$ cat config.mk
export PLATFORM = sky130hd
export DESIGN_NAME = pipe_stage_skid_reg
export DESIGN_NICKNAME = d
export VERILOG_FILES = /design/src/rtl/mips_pipe_pkg.sv /design/src/rtl/sat_counter.sv /design/src/rtl/pipe_stage_skid_reg.sv
export SDC_FILE = /design/constraint.sdc
export NUM_CORES = 1
export LEC_CHECK = 0
export ABC_AREA = 1
export CELL_PAD_IN_SITES_DETAIL_PLACEMENT = 0
export CELL_PAD_IN_SITES_GLOBAL_PLACEMENT = 2
export CORE_MARGIN = 1.5
export CORE_UTILIZATION = 33
export DETAILED_ROUTE_END_ITERATION = 16
export PLACE_DENSITY_LB_ADDON = 0.2
export REMOVE_ABC_BUFFERS = 1
export SLEW_MARGIN = 10
export SYNTH_ARGS = -nofsm -noshare
export SYNTH_HDL_FRONTEND = slang
export SYNTH_SLANG_ARGS = --single-unit
$ cat constraint.sdc
create_clock -name CLK -period 3.05 [get_ports CLK]
set_input_delay 0.61 -clock CLK [delete_from_list [all_inputs] [get_ports CLK]]
set_output_delay 0.61 -clock CLK [all_outputs]
set_load 0.01 [all_outputs]
$ cat src/rtl/mips_pipe_pkg.sv
// Shared definitions for the MIPS pipeline stage registers.
package mips_pipe_pkg;

  localparam logic [31:0] NOP_INSTR = 32'h0000_0000;  // sll $0,$0,0

  typedef enum logic [1:0] {
    ST_EMPTY = 2'd0,
    ST_ONE   = 2'd1,
    ST_FULL  = 2'd2
  } occ_state_t;

endpackage

$ cat src/rtl/sat_counter.sv
// Saturating up-counter with synchronous clear; holds at all-ones until cleared or reset.
module sat_counter #(
  parameter int unsigned W = 16
) (
  input  logic         CLK,
  input  logic         RST,
  input  logic         clr_i,
  input  logic         inc_i,
  output logic [W-1:0] cnt_o
);

  logic [W-1:0] cnt_q, cnt_d;

  always_comb begin
    cnt_d = cnt_q;
    if (clr_i) begin
      cnt_d = '0;
    end else if (inc_i && (cnt_q != {W{1'b1}})) begin
      cnt_d = cnt_q + W'(1);
    end
  end

  always_ff @(posedge CLK or negedge RST) begin
    if (!RST) begin
      cnt_q <= '0;
    end else begin
      cnt_q <= cnt_d;
    end
  end

  assign cnt_o = cnt_q;

endmodule

$ cat src/rtl/pipe_stage_skid_reg.sv
// Inter-stage pipeline register with valid/ready handshake and a 2-entry skid buffer.
// in_ready is registered, so back-pressure never forms a combinational path upstream.
module pipe_stage_skid_reg
  import mips_pipe_pkg::*;
#(
  parameter int unsigned       DATA_W  = 32,
  parameter logic [DATA_W-1:0] BUBBLE  = DATA_W'(NOP_INSTR),
  parameter int unsigned       STALL_W = 16
) (
  input  logic               CLK,
  input  logic               RST,
  input  logic               FLUSH,
  input  logic               in_valid,
  output logic               in_ready,
  input  logic [DATA_W-1:0]  in_data,
  output logic               out_valid,
  input  logic               out_ready,
  output logic [DATA_W-1:0]  out_data,
  output logic [1:0]         occupancy,
  output logic [STALL_W-1:0] stall_cnt
);

  occ_state_t        state_q, state_d;
  logic [DATA_W-1:0] main_q, main_d;
  logic [DATA_W-1:0] skid_q, skid_d;
  logic              in_ready_q, in_ready_d;
  logic              accept, issue;

  always_comb begin
    accept  = in_valid & in_ready_q;
    issue   = (state_q != ST_EMPTY) & out_ready;
    state_d = state_q;
    main_d  = main_q;
    skid_d  = skid_q;

    if (FLUSH) begin
      // An issue this cycle already completed downstream off main_q at the edge.
      state_d = ST_EMPTY;
      main_d  = BUBBLE;
      skid_d  = BUBBLE;
    end else begin
      unique case (state_q)
        ST_EMPTY: begin
          if (accept) begin
            state_d = ST_ONE;
            main_d  = in_data;
          end
        end
        ST_ONE: begin
          if (accept && issue) begin
            main_d = in_data;
          end else if (accept) begin
            state_d = ST_FULL;
            skid_d  = in_data;
          end else if (issue) begin
            state_d = ST_EMPTY;
          end
        end
        ST_FULL: begin
          if (issue) begin
            state_d = ST_ONE;
            main_d  = skid_q;
          end
        end
        default: begin
          state_d = ST_EMPTY;
          main_d  = BUBBLE;
          skid_d  = BUBBLE;
        end
      endcase
    end

    in_ready_d = (state_d != ST_FULL);
  end

  always_ff @(posedge CLK or negedge RST) begin
    if (!RST) begin
      state_q    <= ST_EMPTY;
      main_q     <= BUBBLE;
      skid_q     <= BUBBLE;
      in_ready_q <= 1'b1;
    end else begin
      state_q    <= state_d;
      main_q     <= main_d;
      skid_q     <= skid_d;
      in_ready_q <= in_ready_d;
    end
  end

  assign out_valid = (state_q != ST_EMPTY);
  // main_q keeps a stale payload after the last issue; mask it so consumers see a NOP.
  assign out_data  = out_valid ? main_q : BUBBLE;
  assign in_ready  = in_ready_q;
  assign occupancy = state_q;

  sat_counter #(
    .W(STALL_W)
  ) u_stall_cnt (
    .CLK  (CLK),
    .RST  (RST),
    .clr_i(1'b0),
    .inc_i(out_valid & ~out_ready),
    .cnt_o(stall_cnt)
  );

endmodule

==> metrics.yaml, run 1 <==
final_layout:
  layout.cells.non_filler: 801
  drive_gt1_frac: 0.167
  num-nets-final: 657
  fin_util: 0.437
  synthToLayoutAreaGrowth_pct: 28.1
synthesis:
  synth-seq-cells: 83
  syn_avg_cell_area_um2: 8.43
  yosysSeqAreaShare: 0.456
  synth_warnings: 0
  synth_cells: 541
  synthDistinctLibCells: 32
  synth_area_um2: 4560
global_route:
  grt_pass1_wl_um: 19700
  track_usage: 0.174
  grt_antenna_before_repair: 1
  grt-ovfl-total: 0
  grt_max_degree: 63
  grt_pass1_vias: 3873
critical_path:
  crit_path_end: "out_data[1]"
  path_class: "flip-flop to primary output"
  start_kind: "flip-flop"
  worstPathRequired_ps: 2440
  worst-path-max-fanout: 18
  reg2reg_to: "main_q[14]"
  rr_worst_depth: 8
  critPathCaptureType: "primary output"
  r2r-start: "occupancy[0]"
  crit_arrival_ps: 2100
  crit_path_start: "occupancy[0]"
  rrSetupSlack_ps: 890
timing:
  max_freq_ghz: 0.369
  holdWs_ps: 273
  rsz0062_at_grt: "false"
  slew_headroom: 0.426
  setup_viol: 0
  tightest_slew_ps: 861
  period_needed_ps: 2710
  hold_viol: 0
  setup_tns_ps: 0
  finClkSkew_ps: 3.05
  fin_crit_sh: 0.889
  maxSlewViolCount: 0
clock_tree:
  insertion_delay_ps: 340
  post_cts_buffers: 0
  cts_tree: "built"
  cts_buffers: 9
  h-tree-depth: 3
  cts.path.max_buffers: 2
  postCtsHoldBufs: 0
  path_clk_slew_ps: 60
  clockRootBuffer: "clkbuf_16"
  cts.sinks: 83
  post_cts_resize_count: 0
routing:
  drcViolationCount: 0
  wl_met3_um: 473
  wire_per_inst_um: 14.7
  wl_met1_um: 5550
  wirelength_um: 11800
  num_vias: 3812
  antenna_left: 0
  drt_iter0_markers: 222
  routed-wl-met2_um: 5520
  drtPass1Iterations: 4
  top_layer: "met4"
  via_per_inst: 4.76
floorplanning:
  die_h_um: 121
  core_area_um2: 13300
  initial_utilization: 0.341
  rows: 42
  die-area_um2: 14500
  dieWidth_um: 121
  num_io_pins: 89
power_and_ir_drop:
  p_per_area_nw_per_um2: 492
  finalPower_mw: 2.88
  power.leakage_nw: 2.47
  ir_worst_vdd_uv: 283
flow_run:
  cap_violations: 0
place:
  io_buffers: 88
  dpl.hpwl_um: 7530
  gp_congestion: 0.761
  dp.cells: 784
run_status:
  status: "complete, no violations"
hold_path:
  hold_class: "input port to async pin"
placed cells by master, fill, tap and decap left out, drive strengths merged:
master / n
nand3b: 2
dfrtp: 82
nand2: 102
nor3: 1
dfstp: 1
nand3: 42
or2: 2
ha: 1
o22ai: 5
o21ai: 100
clkdlybuf4s50: 87
diode: 1
clkbuf: 15
buf: 11
clkinv: 1
nand4: 32
inv: 79
a21oi: 1
xnor2: 7
bufinv: 1
nor2: 52
where the power goes:
group	leakage, nW	switching (mW)	internal [mW]
clock network	0.150	0.434	0.703
logic	1.20	0.293	0.223
registers	1.12	0.0543	1.17
state kept, by name (all words and copies together), names as in the netlist:
signal / count
main_q: 32
skid_q: 32
u_stall_cnt.cnt_o: 16
occupancy: 2
in_ready: 1
area by class of cell:
class	instances	area, um^2
fillers	1375	7510
flip-flops and latches	83	2080
multi-input cells	347	1960
repair buffers	98	966
inverters	80	300
clock buffers	15	278
well taps	176	220
clock inverters	1	30.0
diodes	1	2.50
worst min path at each step:
stage	start	endpoint	slack (ps)
floorplan	RST	main_q[0]	310
global placement	skid_q[1]	skid_q[1]	500
detailed placement	skid_q[29]	skid_q[29]	500
CTS	RST	main_q[19]	290
global route	RST	main_q[19]	310
finish	RST	main_q[19]	270
stage by stage:
step,cell area [um^2],setup slack (ps)
after floorplan,4340,326
after global placement,5530,656
after detailed placement,5530,648
after CTS,5840,257
after global routing,5840,222
final,5840,338
synthesized netlist by cell type:
master / n / area, um^2
nand2_1: 96 / 360
dfrtp_1: 82 / 2050
inv_1: 74 / 278
o21ai_1: 60 / 300
nor2_1: 49 / 184
nand4_1: 32 / 200
o21ai_2: 32 / 280
nand3_2: 29 / 290
buf_6: 12 / 135
nand3_1: 12 / 60.1
clkbuf_1: 8 / 30.0
o21ai_0: 7 / 35.0
xnor2_1: 7 / 61.3
buf_1: 5 / 18.8
inv_2: 5 / 18.8
nand2_2: 5 / 31.3
o22ai_1: 5 / 31.3
buf_2: 4 / 20.0
buf_4: 2 / 15.0
nand3b_1: 2 / 15.0
nor2_4: 2 / 22.5
a21oi_1: 1 / 5.00
clkinv_1: 1 / 3.75
dfstp_2: 1 / 26.3
ha_1: 1 / 12.5
nand2_4: 1 / 11.3
nand3_4: 1 / 17.5
nor2_2: 1 / 6.26
nor3_1: 1 / 5.00
o21ai_4: 1 / 16.3
or2_1: 1 / 6.26
or2_4: 1 / 8.76
cell families after synthesis:
family	Yosys count	share of synthesized area
AO/OA/AOI/OAI	106	0.147
XOR/XNOR	7	0.0135
adder cells (fa/ha/maj)	1	0.00274
buffers and inverters	111	0.114
flip-flops	83	0.456
AND/OR/NAND/NOR	233	0.267
metal layers:
layer	vias to the layer above	track usage
met5	-	0
met4	0	0.0721
met3	14	0.0288
met2	82	0.280
met1	1807	0.232
li1	1909	-
worst max-delay path, cell delays in order, from the launching register on:
cell and delay (ps):
dfrtp_1 480, nor2_4 470, buf_4 270, nor2_1 60
clkdlybuf4s50_1 470
Note: power is estimated with default switching activity, not from simulation.
==> inputs of run 2 (changes only) <==
CORE_UTILIZATION = 31   (was 33)
clock period = 2.57 ns   (was 3.05 ns; I/O delays follow)
==> metrics.yaml, run 2 (synthesis gave the netlist of run 1 again) <==
global_route:
  track_usage: 0.164
  grt_pass1_vias: 3844
  grt_antenna_before_repair: 0
  grt_max_degree: 63
  grt_pass1_wl_um: 20300
  grt-ovfl-total: 0
floorplanning:
  core_area_um2: 14400
  die_h_um: 124
  initial_utilization: 0.316
  num_io_pins: 89
  dieWidth_um: 124
  rows: 44
  die-area_um2: 15400
clock_tree:
  post_cts_buffers: 0
  post_cts_resize_count: 0
  cts.sinks: 83
  cts_buffers: 9
  clockRootBuffer: "clkbuf_16"
  cts_tree: "built"
  insertion_delay_ps: 350
  path_clk_slew_ps: 60
  postCtsHoldBufs: 0
  h-tree-depth: 3
  cts.path.max_buffers: 2
final_layout:
  drive_gt1_frac: 0.173
  synthToLayoutAreaGrowth_pct: 29.4
  final_common_cell: "nand2_1"
  fin_util: 0.409
  n_fill_cell: 1470
  num-nets-final: 658
  final_cell_mix: "nand2_1 (96), clkdlybuf4s50_1 (87), dfrtp_1 (82), inv_1 (74), o21ai_1 (59)"
  num_antenna_cells: 0
timing:
  slew_headroom: 0.574
  setup_tns_ps: 0
  tightest_slew_ps: 638
  setup_ws_ps: 153
  maxSlewViolCount: 0
  hold_viol: 0
  max_freq_ghz: 0.414
  rsz0062_at_grt: "false"
  fin_crit_sh: 0.941
  finClkSkew_ps: 4.93
  period_needed_ps: 2420
  setup_viol: 0
place:
  gp_congestion: 0.757
  io_buffers: 88
  dpl.hpwl_um: 7720
  place_ws_ps: 447
critical_path:
  rr_worst_depth: 8
  worst-path-max-fanout: 17
  worstPathRequired_ps: 2060
  path_class: "flip-flop to primary output"
  start_kind: "flip-flop"
  crit_arrival_ps: 1900
  critPathCaptureType: "primary output"
routing:
  drtPass1Iterations: 7
  via_per_inst: 4.71
  antenna_left: 0
  num_vias: 3813
  wire_per_inst_um: 14.9
  wirelength_um: 12000
  drcViolationCount: 0
  drt_iter0_markers: 240
power_and_ir_drop:
  ir_worst_vdd_uv: 340
  p_per_area_nw_per_um2: 584
  power.leakage_nw: 2.49
hold_path:
  hold_class: "input port to async pin"
flow_run:
  cap_violations: 0
run_status:
  status: "complete, no violations"
-- run 2: cell count changes in the layout (fill, tap and decap cells not counted) --
cell | before | now
clkinv_2 | 0 | 2
buf_12 | 1 | 4
clkbuf_1 | 3 | 0
buf_4 | 10 | 8
clkinvlp_4 | 0 | 1
diode_2 | 1 | 0
-- run 2: power breakdown --
| part | total (mW) | internal, mW | switching (mW) |
|---|---|---|---|
| Sequential | 1.45 | 1.39 | 0.0671 |
| Combinational | 0.623 | 0.274 | 0.349 |
| Clock | 1.37 | 0.829 | 0.541 |
-- run 2: per-layer routing --
layer | track usage | wire length (um) | vias up
met5 | 0 | 0 | -
met2 | 0.271 | 5640 | 91
met1 | 0.210 | 5670 | 1797
met4 | 0.0453 | 167 | 0
li1 | - | - | 1911
met3 | 0.0494 | 546 | 14
-- run 2: worst max-delay path, stage by stage (launching register included) --
cell             delay, ps
dfrtp_1                480
nor2_4                 250
buf_4                  280
nor2_1                  70
clkdlybuf4s50_1        470
-- run 2: cell type report --
| type | count | area [um^2] | share of cell area |
|---|---|---|---|
| timing repair buffer | 99 | 1010 | 0.171 |
| clock inverter | 4 | 47.5 | 0.00806 |
| inverter | 80 | 300 | 0.0509 |
| multi-input combinational | 347 | 1960 | 0.333 |
| tap | 184 | 230 | 0.0390 |
| sequential | 83 | 2080 | 0.352 |
| clock buffer | 12 | 267 | 0.0452 |
-- run 2: path summary, 6_finish.rpt --
check                                     startpoint                    end  slack (ps)
worst max-delay path                    occupancy[0]           out_data[11]         150
worst min-delay path                             RST             main_q[18]          60
worst max register to register  u_stall_cnt.cnt_o[0]  u_stall_cnt.cnt_o[12]         740
worst min register to register             main_q[0]              main_q[0]         520
max in group asynchronous                        RST               in_ready        1820
min in group CLK                           main_q[0]              main_q[0]         520
-- run 2: stage by stage --
step / hold slack, ps / total power [mW] / cell area (um^2) / cells
2_1_floorplan: 218 / 1.78 / 4340 / 510
3_3_place_gp: 445 / 2.11 / 5580 / 793
3_5_place_dp: 443 / 2.11 / 5580 / 793
4_1_cts: 64.4 / 3.50 / 5900 / 809
5_1_grt: 72.8 / 3.62 / 5900 / 809
6_report: 62.9 / 3.45 / 5900 / 809
